`src/rtl/pwm_duty_decoder_pkg.sv`:
```
// Shared PWM constants and the decoder state type. The frame constants are
// also used by pwm_generator so both ends agree on the duty encoding.
package pwm_duty_decoder_pkg;

    localparam int PWM_PERIOD = 16;
    localparam int PWM_DUTY_W = 4;

    typedef enum logic {
        SEARCH  = 1'b0,
        MEASURE = 1'b1
    } dec_state_e;

endpackage

```
`src/rtl/pwm_in_sync.sv`:
```
// Brings the asynchronous PWM line into the clk_3125KHz domain and flags
// rising edges of the synchronised level.
module pwm_in_sync #(
    parameter int SYNC_STAGES = 2
) (
    input  logic clk_3125KHz,
    input  logic reset,
    input  logic pwm_in,
    output logic s_o,
    output logic rise_o
);

    logic [SYNC_STAGES-1:0] sync_q;
    logic                   edge_q;

    // Synchroniser chain plus one history flop for edge detection.
    always_ff @(posedge clk_3125KHz or posedge reset) begin
        if (reset) begin
            // NOTE: flops reset to 1 so a line already high at release is not
            // mistaken for a rising edge.
            sync_q <= '1;
            edge_q <= 1'b1;
        end else begin
            // NOTE: non-blocking assignments make every stage sample the old
            // value of its predecessor, which is what makes this a shift chain.
            sync_q <= {sync_q[SYNC_STAGES-2:0], pwm_in};
            edge_q <= sync_q[SYNC_STAGES-1];
        end
    end

    assign s_o    = sync_q[SYNC_STAGES-1];
    assign rise_o = sync_q[SYNC_STAGES-1] & ~edge_q;

endmodule

```
`src/rtl/pwm_duty_decoder.sv`:
```
// Measures high time per rising-edge-to-rising-edge period of a sampled PWM
// line and reports it as a duty code; flags bad periods and static lines.
module pwm_duty_decoder
    import pwm_duty_decoder_pkg::*;
#(
    parameter int PERIOD      = PWM_PERIOD,
    parameter int DUTY_W      = PWM_DUTY_W,
    parameter int SYNC_STAGES = 2,
    parameter int TIMEOUT     = 32
) (
    input  logic              clk_3125KHz,
    input  logic              reset,
    input  logic              pwm_in,
    output logic [DUTY_W-1:0] duty_cycle,
    output logic              duty_valid,
    output logic              period_err,
    output logic              stuck_high
);

    localparam int                CNT_W     = $clog2(TIMEOUT) + 1;
    localparam logic [CNT_W-1:0]  PERIOD_C  = CNT_W'(PERIOD);
    localparam logic [CNT_W-1:0]  TIMEOUT_C = CNT_W'(TIMEOUT);
    localparam logic [CNT_W-1:0]  ONE_C     = CNT_W'(1);

    logic s;
    logic rise;

    dec_state_e        state_q, state_d;
    logic [CNT_W-1:0]  per_cnt_q, per_cnt_d;
    logic [CNT_W-1:0]  hi_cnt_q, hi_cnt_d;
    logic [DUTY_W-1:0] duty_q, duty_d;
    logic              valid_q, valid_d;
    logic              err_q, err_d;
    logic              stuck_q, stuck_d;

    pwm_in_sync #(
        .SYNC_STAGES (SYNC_STAGES)
    ) u_sync (
        .clk_3125KHz (clk_3125KHz),
        .reset       (reset),
        .pwm_in      (pwm_in),
        .s_o         (s),
        .rise_o      (rise)
    );

    // State, counters and registered outputs.
    always_ff @(posedge clk_3125KHz or posedge reset) begin
        if (reset) begin
            state_q   <= SEARCH;
            per_cnt_q <= '0;
            hi_cnt_q  <= '0;
            duty_q    <= '0;
            valid_q   <= 1'b0;
            err_q     <= 1'b0;
            stuck_q   <= 1'b0;
        end else begin
            state_q   <= state_d;
            per_cnt_q <= per_cnt_d;
            hi_cnt_q  <= hi_cnt_d;
            duty_q    <= duty_d;
            valid_q   <= valid_d;
            err_q     <= err_d;
            stuck_q   <= stuck_d;
        end
    end

    // Period evaluation on rise, timeout handling, and counter advance.
    always_comb begin
        // NOTE: every target gets a default first, so no path leaves a value
        // unassigned and no latch is inferred.
        state_d   = state_q;
        per_cnt_d = per_cnt_q;
        hi_cnt_d  = hi_cnt_q;
        duty_d    = duty_q;
        valid_d   = 1'b0;
        err_d     = 1'b0;
        stuck_d   = stuck_q;

        if (rise) begin
            stuck_d = 1'b0;
            if (state_q == MEASURE) begin
                if (per_cnt_q == PERIOD_C) begin
                    duty_d  = hi_cnt_q[DUTY_W-1:0];
                    valid_d = 1'b1;
                end else begin
                    err_d = 1'b1;
                end
            end
            // A bad period drops to SEARCH and re-arms on this same rise,
            // which is the same as landing in MEASURE with fresh counters.
            state_d   = MEASURE;
            per_cnt_d = ONE_C;
            hi_cnt_d  = ONE_C;
        end else if (per_cnt_q == TIMEOUT_C) begin
            if (s) begin
                stuck_d = 1'b1;
            end else begin
                duty_d  = '0;
                valid_d = 1'b1;
            end
            state_d   = SEARCH;
            per_cnt_d = ONE_C;
            hi_cnt_d  = ONE_C;
        end else begin
            per_cnt_d = (per_cnt_q < TIMEOUT_C) ? per_cnt_q + ONE_C : per_cnt_q;
            hi_cnt_d  = hi_cnt_q + CNT_W'(s);
        end
    end

    assign duty_cycle = duty_q;
    assign duty_valid = valid_q;
    assign period_err = err_q;
    assign stuck_high = stuck_q;

endmodule

```
`config.mk`:
```
export PLATFORM = sky130hd
export DESIGN_NAME = pwm_duty_decoder
export DESIGN_NICKNAME = d
export VERILOG_FILES = /design/src/rtl/pwm_duty_decoder_pkg.sv /design/src/rtl/pwm_in_sync.sv /design/src/rtl/pwm_duty_decoder.sv
export SDC_FILE = /design/constraint.sdc
export NUM_CORES = 1
export LEC_CHECK = 0
export CORE_MARGIN = 4
export CORE_UTILIZATION = 61
export CTS_BUF_LIST = sky130_fd_sc_hd__clkbuf_2
export CTS_CLUSTER_DIAMETER = 100
export DETAILED_ROUTE_END_ITERATION = 6
export PLACE_DENSITY = 0.84
export SYNTH_ARGS = -nofsm -noshare
export SYNTH_HDL_FRONTEND = slang
export SYNTH_SLANG_ARGS = --single-unit
```
`constraint.sdc`:
```
create_clock -name clk_3125KHz -period 3.26 [get_ports clk_3125KHz]
set_input_delay 0.326 -clock clk_3125KHz [delete_from_list [all_inputs] [get_ports clk_3125KHz]]
set_output_delay 0.326 -clock clk_3125KHz [all_outputs]
set_load 0.05 [all_outputs]
```
==> qor.txt <==
I/O pins: 10
Clk slew on worst S/H paths: 0.16 ns
Worst Path Max Fanout: 2
Post-synthesis sequential area ratio: 56.3%
Clock Tree Root: clkbuf_2
Syn Nets: 88
Die area: 0.00223 sq mm
Critical-path cell list: clkdlybuf4s50_1
Max stage delay on crit path: 0.81 ns
Mapped Cells: 81
Adder-Cell Fraction of Synth Area: 5.32%
Ys Warns: 0
Post-cts resize count: 0
Fill cells: 93
WL/cell: 13.6 um
Cells after DPL: 103
Critical path arrival: 1.51 ns
CTS tree: done
Fmax achieved: 0.545 GHz
Vias per std cell: 5.61
Gp weighted congestion: 0.723
Remaining Overflow, GRT: 0
Final setup viols: 0
Count of different cell masters after synthesis: 25
Crit Path Category: flip-flop to output pin
Routed WL: 1.46 mm
Wire length of the first global-routing pass: 2.62 mm
Compound-Gate Fraction of Synth Area: 7.98%
Main combinational cell family by area after synthesis: simple AND/OR/NAND/NOR gates
Crit. End Element: output pin
Synth Register Bits: 21
DR pass1 iterations: 4
RSZ-0062 raised after global routing: no
Area grow syn2layout: 12.6%
Clock Sinks: 21
Post-synthesis mux area share: 5.32%
Most frequent cells in the layout: dfrtp_1, clkdlybuf4s50_1, nor2_1, inv_1, o21ai_1
Row cnt: 13
Final setup TNS: 0 ns
Status: finished clean
Data required time at the worst endpoint: 2.93 ns
Synthesized area: 941 sq um
Worst setup SP type: flip-flop
Finished Layout Cells: 107
Final net count: 100
Remaining antenna violation count: 0
I/O Buffers: 9
Vias: 600
Minimum clock period: 1.83 ns
Worst IR Drop VDD: 0.417 mV
Slowest library cell on the worst path: clkdlybuf4s50_1
Total GRT Usage: 17.4%
Share of cells above drive strength 1: 13.0%
Synth Area in XOR/XNOR: 4.65%
N_diodes: 0
Power density over cell area: 591 mW/mm^2
Hpwl dp: 1.09 mm
Final WS setup: 1.43 ns
Max-slew violations: 0
Post-CTS Setup Repair Bufs: 0
Final period utilization: 56.3%
Hold WC Path Type: flip-flop to flip-flop
Max_cap viols: 0
Die Y-Extent: 47.3 um
CTS Hold Bufs: 0
DRC Markers: 0
DRT iter0 DRCs: 9
Clk_skew: 0.00262 ns
Final Hold Fails: 0
Syn_area_per_cell: 11.6 sq um
Synth Area in Simple Gates: 16.6%
CP top delay family: buffers and inverters
DIE WIDTH: 47.3 um
Starting Density: 68.1%
Clock insertion delay at the later pin of the skew report: 0.30 ns
Vias in the first global route: 609
Leak: 0.519 nW
Worst slew pin tran: 0.746 ns
Most common cell after layout, fill and taps aside: dfrtp_1
Largest net degree at the start of global routing: 22
Longest Clk Path Bufs: 2
Final core occ: 76.7%
Crit path buffers/inverters: 1
Initial antenna violation count: 0
Pre-CTS setup slack: 1.56 ns
H-Tree Depth: 1
Worst rel slew slack: 50.2%
CTS Buf Count: 3
Core area: 0.00138 sq mm
## routing by layer
| layer | GRT usage (%) | routed length, um | up-vias |
|---|---|---|---|
| li1 | - | - | 297 |
| met1 | 22.8 | 736 | 286 |
| met2 | 25.4 | 634 | 15 |
| met3 | 6.90 | 76 | 2 |
| met4 | 7.73 | 8 | 0 |
| met5 | 0 | 0 | - |
## final cells by class
class                           instances  area (sq um)  share of cell area [%]
Timing Repair Buffer                    9          90.1                    8.50
Clock buffer                            4          20.0                    1.89
Inverter                                7          26.3                    2.48
Sequential cell                        21           529                    49.9
Tap cell                               15          18.8                    1.77
Multi-Input combinational cell         51           375                    35.4
## final timing paths
| path | from | endpoint | slack (ns) | cells after the start |
|---|---|---|---|---|
| hold reg to reg | u_sync.sync_q[0] | u_sync.sync_q[1] | 0.37 | 0 |
| min in group asynchronous | reset | per_cnt_q[4] | 0.44 | 2 |
| max in group asynchronous | reset | hi_cnt_q[1] | 2.36 | 2 |
| hold / removal | u_sync.sync_q[0] | u_sync.sync_q[1] | 0.37 | 0 |
| setup / recovery | stuck_high | stuck_high | 1.43 | 1 |
| setup reg to reg | u_sync.sync_q[1] | duty_cycle[3] | 1.55 | 3 |
## synth_stat cells (all sizes together)
cell / number / area (sq um)
a21o: 2 / 15.0
or2b: 1 / 8.76
nand2: 4 / 15.0
a31oi: 1 / 6.26
dfstp: 3 / 78.8
xnor2: 3 / 26.3
a2bb2oi: 1 / 8.76
nand4b: 1 / 8.76
buf: 2 / 10.0
dfrtp: 18 / 450
nor4b: 2 / 30.0
or4b: 1 / 13.8
nand4: 1 / 12.5
mux2i: 5 / 50.1
or3: 1 / 6.26
o21ai: 6 / 30.0
ha: 4 / 50.1
nand3: 2 / 10.0
nand2b: 1 / 6.26
a21oi: 3 / 15.0
nor2b: 2 / 12.5
nor2: 7 / 26.3
xor2: 2 / 17.5
and2: 1 / 6.26
inv: 7 / 26.3
## worst reg2reg max path, cell delays in order, from the launching register on
cell,delay (ns)
dfstp_2,0.61
nor2b_1,0.52
nand4_2,0.30
mux2i_1,0.18
## flip-flops by register name, summed over array words and instances (netlist names)
register,count
duty_valid,1
hi_cnt_q,4
u_sync.sync_q,2
u_sync.edge_q,1
duty_cycle,4
per_cnt_q,6
state_q,1
period_err,1
stuck_high,1
## report_power, final
| group | internal, mW | switching [mW] | leakage (nW) |
|---|---|---|---|
| logic | 0.0790 | 0.0910 | 0.237 |
| registers | 0.306 | 0.0494 | 0.265 |
| clock network | 0.0325 | 0.0690 | 0.0166 |
## cell families after synthesis
group,Yosys count
and+or+nand+nor,24
DFF,21
adders and majority gates,4
buffers and inverters,9
muxes,5
xor gates and xnor gates,5
AOI/OAI and AO/OA,13
## per-stage QoR
step	total power [mW]	hold slack (ns)	cell area [sq um]
3_5_place_dp	0.531	0.354	1040
5_1_grt	0.672	0.382	1060
2_1_floorplan	0.484	0.300	941
4_1_cts	0.634	0.377	1060
3_3_place_gp	0.523	0.346	1040
6_report	0.627	0.374	1060
Power figures use the tool's default switching activity.
